**src/rtl/dflipflop_exerciser_pkg.sv**
```systemverilog
`default_nettype none
`timescale 1ns/1ps
// ============================================================================
// Module   : dflipflop_exerciser_pkg
// Brief    : Shared types, constants and LFSR step function for the
//            D flip-flop exerciser.
// Revision : 1.0 - initial release
// ============================================================================
package dflipflop_exerciser_pkg;

    typedef enum logic [2:0] {
        IDLE   = 3'd0,
        SETUP  = 3'd1,
        HIGH   = 3'd2,
        LOWCHK = 3'd3,
        DONE   = 3'd4
    } state_e;

    // Bit k-1 set for each polynomial term x^k of x^8+x^6+x^5+x^4+1
    localparam logic [7:0] c_lfsr_taps = 8'hB8;
    localparam logic [4:0] c_err_max   = 5'd31;
    localparam int         c_phase_w   = 8;

    // Shifting toward bit 0, term x^k feeds back from stage 8-k
    function automatic logic [7:0] lfsr_step(input logic [7:0] s);
        logic fb;
        fb = 1'b0;
        for (int k = 0; k < 8; k++) begin
            fb = fb ^ (s[k] & c_lfsr_taps[7-k]);
        end
        return {fb, s[7:1]};
    endfunction

endpackage
`default_nettype wire

```
**src/rtl/dflipflop_exerciser_lfsr.sv**
```systemverilog
`default_nettype none
`timescale 1ns/1ps
// ============================================================================
// Module   : dflipflop_exerciser_lfsr
// Brief    : 8-bit Fibonacci LFSR with seed load and single-step advance.
// Revision : 1.0 - initial release
// ============================================================================
module dflipflop_exerciser_lfsr
    import dflipflop_exerciser_pkg::*;
#(
    parameter logic [7:0] SEED = 8'hA5
) (
    input  logic       clk,
    input  logic       rst,
    input  logic       i_load,
    input  logic       i_advance,
    output logic [7:0] o_state
);

    logic [7:0] r_state;

    always_ff @(posedge clk) begin
        if (rst || i_load) begin
            r_state <= SEED;
        end else if (i_advance) begin
            r_state <= lfsr_step(r_state);
        end
    end

    assign o_state = r_state;

endmodule
`default_nettype wire

```
**src/rtl/dflipflop_exerciser.sv**
```systemverilog
`default_nettype none
`timescale 1ns/1ps
// ============================================================================
// Module   : dflipflop_exerciser
// Brief    : Drives a prescaled clock and pseudo-random data into a falling-
//            edge D flip-flop and counts mismatches on its returned Q.
// Revision : 1.0 - initial release
// ============================================================================
module dflipflop_exerciser
    import dflipflop_exerciser_pkg::*;
#(
    parameter int         PRESCALE  = 8,
    parameter int         N_VECTORS = 16,
    parameter logic [7:0] SEED      = 8'hA5
) (
    input  logic       input_clock1_clk_1,
    input  logic       input_push_button2_rst_2,
    input  logic       start,
    input  logic       dut_q,
    output logic       dut_clk,
    output logic       dut_d,
    output logic       busy,
    output logic       done,
    output logic       pass,
    output logic [4:0] err_count
);

    localparam logic [c_phase_w-1:0] c_phase_last = c_phase_w'(PRESCALE - 1);
    localparam logic [7:0]           c_vec_total  = 8'(N_VECTORS);

    state_e               r_state;
    state_e               w_state_next;
    logic [c_phase_w-1:0] r_phase;
    logic [7:0]           r_vec;
    logic [4:0]           r_err;
    logic                 r_q_meta;
    logic                 r_q_sync;
    logic [7:0]           w_lfsr;
    logic                 w_busy;
    logic                 w_phase_last;
    logic                 w_start_ok;
    logic                 w_vec_end;
    logic [7:0]           w_vec_next;

    assign w_busy       = (r_state == SETUP) || (r_state == HIGH) || (r_state == LOWCHK);
    assign w_phase_last = (r_phase == c_phase_last);
    assign w_start_ok   = start && ((r_state == IDLE) || (r_state == DONE));
    assign w_vec_end    = (r_state == LOWCHK) && w_phase_last;
    assign w_vec_next   = r_vec + 8'd1;

    // Two-flop synchronizer; PRESCALE >= 3 keeps the compare past its latency
    always_ff @(posedge input_clock1_clk_1) begin
        if (input_push_button2_rst_2) begin
            r_q_meta <= 1'b0;
            r_q_sync <= 1'b0;
        end else begin
            r_q_meta <= dut_q;
            r_q_sync <= r_q_meta;
        end
    end

    always_ff @(posedge input_clock1_clk_1) begin
        if (input_push_button2_rst_2) begin
            r_state <= IDLE;
        end else begin
            r_state <= w_state_next;
        end
    end

    always_comb begin
        w_state_next = r_state;
        case (r_state)
            IDLE, DONE: if (start) w_state_next = SETUP;
            SETUP:      if (w_phase_last) w_state_next = HIGH;
            HIGH:       if (w_phase_last) w_state_next = LOWCHK;
            LOWCHK: begin
                if (w_phase_last) begin
                    w_state_next = (w_vec_next == c_vec_total) ? DONE : SETUP;
                end
            end
            default:    w_state_next = IDLE;
        endcase
    end

    always_ff @(posedge input_clock1_clk_1) begin
        if (input_push_button2_rst_2 || (w_state_next != r_state)) begin
            r_phase <= '0;
        end else if (w_busy) begin
            r_phase <= r_phase + 1'b1;
        end
    end

    always_ff @(posedge input_clock1_clk_1) begin
        if (input_push_button2_rst_2 || w_start_ok) begin
            r_vec <= 8'd0;
            r_err <= 5'd0;
        end else if (w_vec_end) begin
            r_vec <= w_vec_next;
            if ((r_q_sync != w_lfsr[0]) && (r_err != c_err_max)) begin
                r_err <= r_err + 5'd1;
            end
        end
    end

    // LFSR stays constant for a whole vector, so bit 0 is the held dut_d
    dflipflop_exerciser_lfsr #(
        .SEED (SEED)
    ) u_lfsr (
        .clk       (input_clock1_clk_1),
        .rst       (input_push_button2_rst_2),
        .i_load    (w_start_ok),
        .i_advance (w_vec_end),
        .o_state   (w_lfsr)
    );

    always_comb begin
        dut_clk   = 1'b0;
        dut_d     = 1'b0;
        busy      = 1'b0;
        done      = 1'b0;
        pass      = 1'b0;
        err_count = r_err;
        case (r_state)
            SETUP, LOWCHK: begin
                busy  = 1'b1;
                dut_d = w_lfsr[0];
            end
            HIGH: begin
                busy    = 1'b1;
                dut_clk = 1'b1;
                dut_d   = w_lfsr[0];
            end
            DONE: begin
                done = 1'b1;
                pass = (r_err == 5'd0);
            end
            default: ;
        endcase
    end

endmodule
`default_nettype wire
```
**config.mk**
```make
export PLATFORM = sky130hd
export DESIGN_NAME = dflipflop_exerciser
export DESIGN_NICKNAME = d
export VERILOG_FILES = /design/src/rtl/dflipflop_exerciser_pkg.sv /design/src/rtl/dflipflop_exerciser_lfsr.sv /design/src/rtl/dflipflop_exerciser.sv
export SDC_FILE = /design/constraint.sdc
export NUM_CORES = 1
export LEC_CHECK = 0
export ABC_CLOCK_PERIOD_IN_PS = 3200
export BUFFER_PORTS_ARGS = -buffer_cell sky130_fd_sc_hd__clkbuf_2
export CELL_PAD_IN_SITES_DETAIL_PLACEMENT = 2
export CELL_PAD_IN_SITES_GLOBAL_PLACEMENT = 2
export CORE_ASPECT_RATIO = 1.2
export CORE_UTILIZATION = 25
export CTS_CLUSTER_DIAMETER = 120
export DETAILED_ROUTE_END_ITERATION = 8
export PLACE_DENSITY = 0.56
export SYNTH_ARGS = -nofsm -noshare
export SYNTH_HDL_FRONTEND = slang
export SYNTH_SLANG_ARGS = --single-unit
```
**constraint.sdc**
```tcl
create_clock -name input_clock1_clk_1 -period 3.2 [get_ports input_clock1_clk_1]
set_clock_uncertainty 0.05 [all_clocks]
set_input_delay 0.96 -clock input_clock1_clk_1 [delete_from_list [all_inputs] [get_ports input_clock1_clk_1]]
set_output_delay 0.96 -clock input_clock1_clk_1 [all_outputs]
set_load 0.02 [all_outputs]
```
# Word level (Yosys, flattened, before mapping)
# Cells that the tools add are included.
[op_classes] n_eq_ne=9 add_sub_neg=3 muxes=11 reduce_logical=13 bitwise_logic=3
[op_table] op="8-bit by 1-bit adder with 8-bit output, second input constant" n=2
[op_table] op="3-bit 2-to-1 mux" n=5
[op_table] op="3-bit case mux with 4 select lines" n=1
[op_table] op="8-bit by 3-bit == test with 1-bit output, second input constant" n=1
[op_table] op="8-bit by 5-bit == test with 1-bit output, second input constant" n=1
[op_table] op="3-bit by 2-bit == test with 1-bit output, second input constant" n=2
[op_table] op="5-bit by 1-bit adder with 5-bit output, second input constant" n=1
[op_table] op="5-bit logical NOT" n=1
[op_table] op="1-bit logical OR" n=5
[op_table] op="1-bit 2-to-1 mux" n=5
[op_table] op="5-bit != test, second input constant" n=1
[op_table] op="3-bit by 1-bit == test with 1-bit output, second input constant" n=1
[op_table] op="3-bit == test, second input constant" n=1
[op_table] op="1-bit logical AND" n=3
[op_table] op="3-bit logical NOT" n=1
[op_table] op="3-bit != test" n=1
[op_table] op="3-bit OR reduction" n=1
[op_table] op="1-bit bitwise XOR" n=3
[op_table] op="2-bit AND reduction" n=1
[op_table] op="2-bit OR reduction" n=1
[op_table] op="1-bit != test" n=1
[word_totals] elab_cells=46 out_inout_bits=10 input_bits=4 reg_bits=34

# Logic depth before layout (Yosys ltp)
# Gate-level depths: netlist of run 1.
[depth] word_depth=7 mapped_depth=7 depth_no_buf=7

# Cells and area by module
# Synthesis of run 1 repeated with hierarchy kept, for this count alone.
[hier_totals] hier_cells=180 area_unflattened_um2=1669.1
[by_module_without_submodules] mod="dflipflop_exerciser" n_inst=1 cells_each=150 seq_area_each_um2=520.5 area_each_um2=1345.0
[by_module_without_submodules] mod="dflipflop_exerciser_lfsr" n_inst=1 cells_each=30 seq_area_each_um2=160.2 area_each_um2=324.1

# Worst setup path after synthesis of run 1
# Ideal clock, no wire load.
[synth_timing] path_type="input-to-output" startpoint="input port r_state[2]" endpoint="output port dut_d" stages=5 slack_ns=0.857 arrival_ns=1.333 n_path_buf=2 path_cell_list="dfxtp_1 clkbuf_1 o21ba_2 clkbuf_1 and2_1"
[synth_between] elab_chain_len=3
[synth_lines] element="start, declared" line_no="dflipflop_exerciser.sv:31" rtl="state_e r_state;"
[synth_lines] element="3-bit by 1-bit == test with 1-bit output / 3-bit by 2-bit == test with 1-bit output (equally long branches)" line_no="dflipflop_exerciser.sv:123" rtl="case (r_state)"
[synth_lines] element="3-bit OR reduction (no source line) (*)"
[synth_lines] element="1-bit 2-to-1 mux (*)" line_no="dflipflop_exerciser.sv:123"
[synth_lines] element="end, declared" line_no="dflipflop_exerciser.sv:21" rtl="output logic dut_d,"
# Every way passes the cells marked *; elsewhere a longest branch is shown, timed or not.

# Final worst setup path of run 1
[layout_timing] startpoint="input port r_state[1]" endpoint="output port pass"
[layout_between] elab_chain_len=2
[layout_lines] element="3-bit == test" line_no="dflipflop_exerciser.sv:123"
[layout_lines] element="1-bit 2-to-1 mux" line_no="dflipflop_exerciser.sv:123"
[layout_lines] element="end, declared" line_no="dflipflop_exerciser.sv:24" rtl="output logic pass,"
# Every way passes these cells.

==> impl_metrics.toml, run 1 <==
[pwr]
ir_drop_mv = 0.211
clkPwrFrac = 0.416
power_frac_seq = 0.533
pwr-share-comb = 0.051
switchingPower_mw = 0.193
p_sw_frac = 0.239
powerDensity_nw_per_um2 = 419
leakage_nw = 0.720
p_int_mw = 0.612

[global_route]
grt-ovfl-total = 0
grt_max_degree = 24
grt_pass1_wl_um = 6950
antenna_found_initial = 0
grt_pass1_vias = 1477
grtUsageTotal = 0.124

[final_layout]
stdcell_count = 294
fin_nets = 218
antenna_cells = 0
postLayoutCoreUtil = 0.296
synthToLayoutAreaGrowth_pct = 13.7
drive_above_1_share = 0.124

[routing]
dr.pass1.iters = 4
wl_met2_um = 2040
drt_iter0_drc = 30
viasPerCell = 4.64
vias = 1365
ant_nets = 0
remaining_drc_errors = 0
wire_per_inst_um = 13.6
wl_met3_um = 91
highest_layer = "met4"
drt_wl_total_um = 4000
wl_met1_um = 1830

[sta]
tightest_slew_ns = 0.599
period_share = 0.796
setup_viol = 0
rsz0062_at_grt = "no"
drv_slew = 0
slew_headroom = 0.598
finalCriticalPeriod_ns = 2.55
fmaxAchievable_mhz = 392
hold_violations = 0
tns_ns = 0
fin_ws_ns = 0.651

[placed_design]
dpl_worst_slack_ns = 0.913
gp_congestion = 0.725
place_hpwl_um = 2930
port_buffers = 13
dp.cells = 286

[worst_setup_path]
cp_slowest_cell = "dfxtp_1"
cp.required_ns = 2.19
crit_top_cell = "nor2_1"
cp.arrival_ns = 1.54
crit_type = "reg -> out"
end_kind = "primary output"
startpoint_type = "flop"
path_max_fanout = 7
crit_path_max_incr_delay_ns = 0.38
crit_chain = "nor2_1, inv_1, nor2_1, and4b_1, clkbuf_2"

[floorplan]
dieArea_um2 = 7090
num_rows = 32
io_pins = 14
die_w_um = 77.0
initial_core_util = 0.260
die_y_um = 92.0
coreArea_um2 = 6490

[hold_path]
holdCritPathClass = "reg -> reg"

[clocking]
cts_resized = 0
cts_max_path_buffers = 2
clock_latency_ns = 0.28
numCtsBuffers = 5
clkTransAtPathRegs_ns = 0.07
cts_max_level = 2
holdBufCountCts = 0
root_buffer = "clkbuf_8"
cts_setup_buffers = 0
cts_tree = "done"
cts.sinks = 34

[logic_synthesis]
synth-seq-area-share = 0.403
synthFlopType = "dfxtp_1"
ys_warn_count = 0
ys_ff_latch = 34
synth_async_sr_flop_share = 0
avgSynthCellArea_um2 = 8.70
synth_area_um2 = 1690
synth.largest_area_cell = "dfxtp_1"
synth_edf_count = 0
synth_area_leaders = "dfxtp_1 40%, nor2_1 7.3%, xor2_1 6.7%"
synth.distinct_cells = 39
synth_top_area_share = 0.403
synth_cells = 194
synth_nets = 204

[status]
outcome = "finished clean"

[job]
maxCapViolCount = 0
==> state kept, by name, indices dropped and copies added, names as in the netlist <==
name            flops
r_q_sync            1
r_state             3
u_lfsr.o_state      8
r_phase             8
r_vec               8
r_q_meta            1
err_count           5
==> metal layers <==
metal / global-route usage / vias up
met1: 0.143 / 664
met4: 0.0425 / 0
met3: 0.0269 / 2
li1: - / 687
met5: 0 / -
met2: 0.223 / 12
==> cell usage after synthesis, types with 2 or more instances <==
cell type	instances
nand2_1	16
nor2_1	33
a21o_1	2
a211oi_1	2
and4_1	2
clkbuf_1	4
a21oi_1	6
xnor2_1	10
mux2i_1	8
o21ai_0	8
xor2_1	13
nor4_1	2
dfxtp_1	34
nand2b_1	2
nand4_1	3
nand3_1	10
and3_1	5
ha_1	6
inv_1	6
nor2b_1	3
==> final timing paths <==
check,cells past startpoint,to,slack (ns),start
worst max-delay path,5,pass,0.65,r_state[1]$_SDFF_PP0_
worst min-delay path,1,r_q_sync$_SDFF_PP0_,0.39,r_q_meta$_SDFF_PP0_
worst max register to register,7,err_count[0]$_SDFFE_PP0P_,0.93,r_phase[0]$_SDFFE_PP0N_
worst min register to register,1,r_q_sync$_SDFF_PP0_,0.39,r_q_meta$_SDFF_PP0_
==> area by class of cell <==
cell class                 instances  area (um^2)
fill                             766         4570
sequential                        34          681
clock inverter                     1         5.00
clock buffer                       7         86.3
multi-input combinational        147          946
tap                               85          106
inverter                           6         22.5
timing repair buffer              14         72.6
==> worst max-delay path: cells and delay by family, from the launching register on <==
kind,cells,cell delay [ns]
simple gates,3,0.59
flops,1,0.38
buf+inv,2,0.28
==> power groups by stage <==
stage / clock network, mW / logic (mW) / registers (mW)
floorplan: 0 / 0.0295 / 0.438
global placement: 0 / 0.0412 / 0.439
detailed placement: 0 / 0.0423 / 0.439
CTS: 0.352 / 0.0425 / 0.429
global route: 0.370 / 0.0469 / 0.430
finish: 0.335 / 0.0411 / 0.429
==> kinds of logic (layout without fill, tap and decap cells) <==
group,Yosys count,in the layout,synth area share
and+or+nand+nor,84,84,0.253
DFF,34,34,0.403
AOI/OAI and AO/OA,26,26,0.0964
xor gates and xnor gates,23,23,0.119
buffers and inverters,13,28,0.0363
muxes,8,8,0.0474
adders and majority gates,6,6,0.0445
==> through the flow <==
step                hold WS, ns  instance area, um^2  total power, mW
floorplan                 0.364                 1690            0.468
global placement          0.376                 1830            0.480
detailed placement        0.379                 1830            0.481
CTS                       0.401                 1920            0.823
global route              0.406                 1920            0.847
finish                    0.393                 1920            0.805
==> placed cells by master (no fill, tap or decap), types with 2 or more instances in the layout <==
| master | n |
|---|---|
| a211oi_1 | 2 |
| nand2_1 | 16 |
| and3_1 | 5 |
| and4_1 | 2 |
| ha_1 | 6 |
| nand2b_1 | 2 |
| dfxtp_1 | 34 |
| xor2_1 | 13 |
| a21oi_1 | 6 |
| o21ai_0 | 8 |
| a21o_1 | 2 |
| clkbuf_2 | 13 |
| nand4_1 | 3 |
| clkbuf_8 | 6 |
| mux2i_1 | 8 |
| inv_1 | 6 |
| nand3_1 | 10 |
| nor4_1 | 2 |
| nor2_1 | 33 |
| xnor2_1 | 10 |
| nor2b_1 | 3 |
No activity file was read; power rests on OpenSTA's default activity.
==> run 2: changes to the inputs <==
--- a/config.mk
+++ b/config.mk
@@ -5,7 +5,7 @@
 export SDC_FILE = /design/constraint.sdc
 export NUM_CORES = 1
 export LEC_CHECK = 0
-export ABC_CLOCK_PERIOD_IN_PS = 3200
+export ABC_CLOCK_PERIOD_IN_PS = 2400
 export BUFFER_PORTS_ARGS = -buffer_cell sky130_fd_sc_hd__clkbuf_2
 export CELL_PAD_IN_SITES_DETAIL_PLACEMENT = 2
 export CELL_PAD_IN_SITES_GLOBAL_PLACEMENT = 2
==> constraint.sdc (replaced) <==
create_clock -name input_clock1_clk_1 -period 2.4 [get_ports input_clock1_clk_1]
set_clock_uncertainty 0.05 [all_clocks]
set_input_delay 0.72 -clock input_clock1_clk_1 [delete_from_list [all_inputs] [get_ports input_clock1_clk_1]]
set_output_delay 0.72 -clock input_clock1_clk_1 [all_outputs]
set_load 0.02 [all_outputs]
==> run 2 against run 1 <==
Sequential power grew 34%. Sequential cell count stayed put. Design area rose by 3.3%. Worst hold slack gained 0.023 ns. Global-route usage increased by 0.15 points. Wire length grew 3.5%. Clock power grew 61%. Power grew 45%. Register-to-register slack worse by 0.71 ns. Critical path type unchanged. Largest cell class unchanged.
==> impl_metrics.toml, run 2 (same netlist as run 1, synthesis figures left out) <==
[status]
outcome = "finished clean"

[clocking]
cts_max_path_buffers = 2
cts_max_level = 2
cts.sinks = 34
clkTransAtPathRegs_ns = 0.07
clock_latency_ns = 0.29
cts_setup_buffers = 0
holdBufCountCts = 0
root_buffer = "clkbuf_8"
numCtsBuffers = 5
cts_tree = "done"

[final_layout]
nFillCells = 751
multiInputGateArea_um2 = 953
antenna_cells = 0
synthToLayoutAreaGrowth_pct = 17.5
seqCellArea_um2 = 681
drive_above_1_share = 0.142
fin_area_um2 = 1980
stdcell_count = 296
final_cell_mix = "34 x dfxtp_1, 32 x nor2_1, 16 x nand2_1, 13 x xor2_1, 13 x clkbuf_2"
final_common_cell = "dfxtp_1"
postLayoutCoreUtil = 0.306
fin_nets = 221

[worst_setup_path]
path_max_fanout = 6
end_kind = "primary output"
r2r_slack_ns = 0.22
crit_type = "reg -> out"
startpoint_type = "flop"
r2r_cells = 7
r2r_start = "r_phase[0]$_SDFFE_PP0N_"
cp.arrival_ns = 1.47
cp.required_ns = 1.63
rr_endpoint = "r_vec[6]$_SDFFE_PP0P_"

[job]
maxCapViolCount = 0

[hold_path]
worst_hold_path.endpoint = "r_q_sync$_SDFF_PP0_"
min_from = "r_q_meta$_SDFF_PP0_"
holdCritPathClass = "reg -> reg"
min_path_cells = 1

[sta]
hold_violations = 0
finalCriticalPeriod_ns = 2.24
fmaxAchievable_mhz = 446
rsz0062_at_grt = "no"
setup_viol = 0
period_share = 0.934
fin_ws_ns = 0.158
tightest_slew_ns = 0.544
drv_slew = 0
whs_ns = 0.416
slew_headroom = 0.628
tns_ns = 0

[floorplan]
die_w_um = 77.0
io_pins = 14
coreArea_um2 = 6490
die_y_um = 92.0
dieArea_um2 = 7090
initial_core_util = 0.260
num_rows = 32

[pwr]
ir_drop_mv = 0.250
powerDensity_nw_per_um2 = 590
power.total_mw = 1.17
leakage_nw = 0.750

[routing]
viasPerCell = 4.74
ant_nets = 0
wire_per_inst_um = 14.0
vias = 1402
drt_wl_total_um = 4140
drt_iter0_drc = 17
dr.pass1.iters = 4
remaining_drc_errors = 0

[global_route]
antenna_found_initial = 0
grt-ovfl-total = 0
grt_pass1_vias = 1463
grt_max_degree = 24
grt_pass1_wl_um = 6990
grtUsageTotal = 0.125

[placed_design]
dp.cells = 289
place_hpwl_um = 3090
port_buffers = 13
post_dp_cell_area_um2 = 1860
dpl_worst_slack_ns = 0.234
gp_congestion = 0.740
==> run 2: layout make-up <==
cell class / count / share of cell area
tap: 85 / 0.0536
clock buffer: 6 / 0.0416
clock inverter: 1 / 0.0151
inverter: 6 / 0.0114
multi-input combinational: 147 / 0.481
timing repair buffer: 17 / 0.0543
sequential: 34 / 0.343
==> run 2: power by group <==
part	internal [mW]	total, mW	switching, mW	leakage [nW]
clock network	0.332	0.539	0.207	0.0573
logic	0.0186	0.0576	0.0390	0.418
registers	0.568	0.573	0.00487	0.275
total	0.919	1.17	0.251	0.750
==> run 2: how the worst max path moves through the flow <==
stage | start | to | cells after the start
floorplan | r_state[2]$_SDFF_PP0_ | dut_d | 4
global placement | r_phase[0]$_SDFFE_PP0N_ | r_vec[6]$_SDFFE_PP0P_ | 7
detailed placement | r_phase[0]$_SDFFE_PP0N_ | r_vec[6]$_SDFFE_PP0P_ | 7
CTS | r_state[0]$_SDFF_PP0_ | pass | 5
global route | r_state[0]$_SDFF_PP0_ | pass | 5
finish | r_state[0]$_SDFF_PP0_ | pass | 5
==> run 2: per-layer routing <==
metal	wire length, um	vias up	global-route usage
li1	-	697	-
met1	1840	688	0.146
met2	2130	11	0.222
met3	103	6	0.0279
met4	70	0	0.0472
met5	0	-	0
==> run 2: what timing repair did <==
action | in CTS | in global routing
pin swaps | 0 | 0
resized for setup | 1 | 1
setup endpoints to repair | 1 | 1
==> run 2: worst max-delay path, cell delays in order (launching register included) <==
cell and delay [ns]:
dfxtp_1 0.38, nor2_4 0.16, inv_1 0.10, nor2_1 0.17
and4b_1 0.21, clkbuf_2 0.16
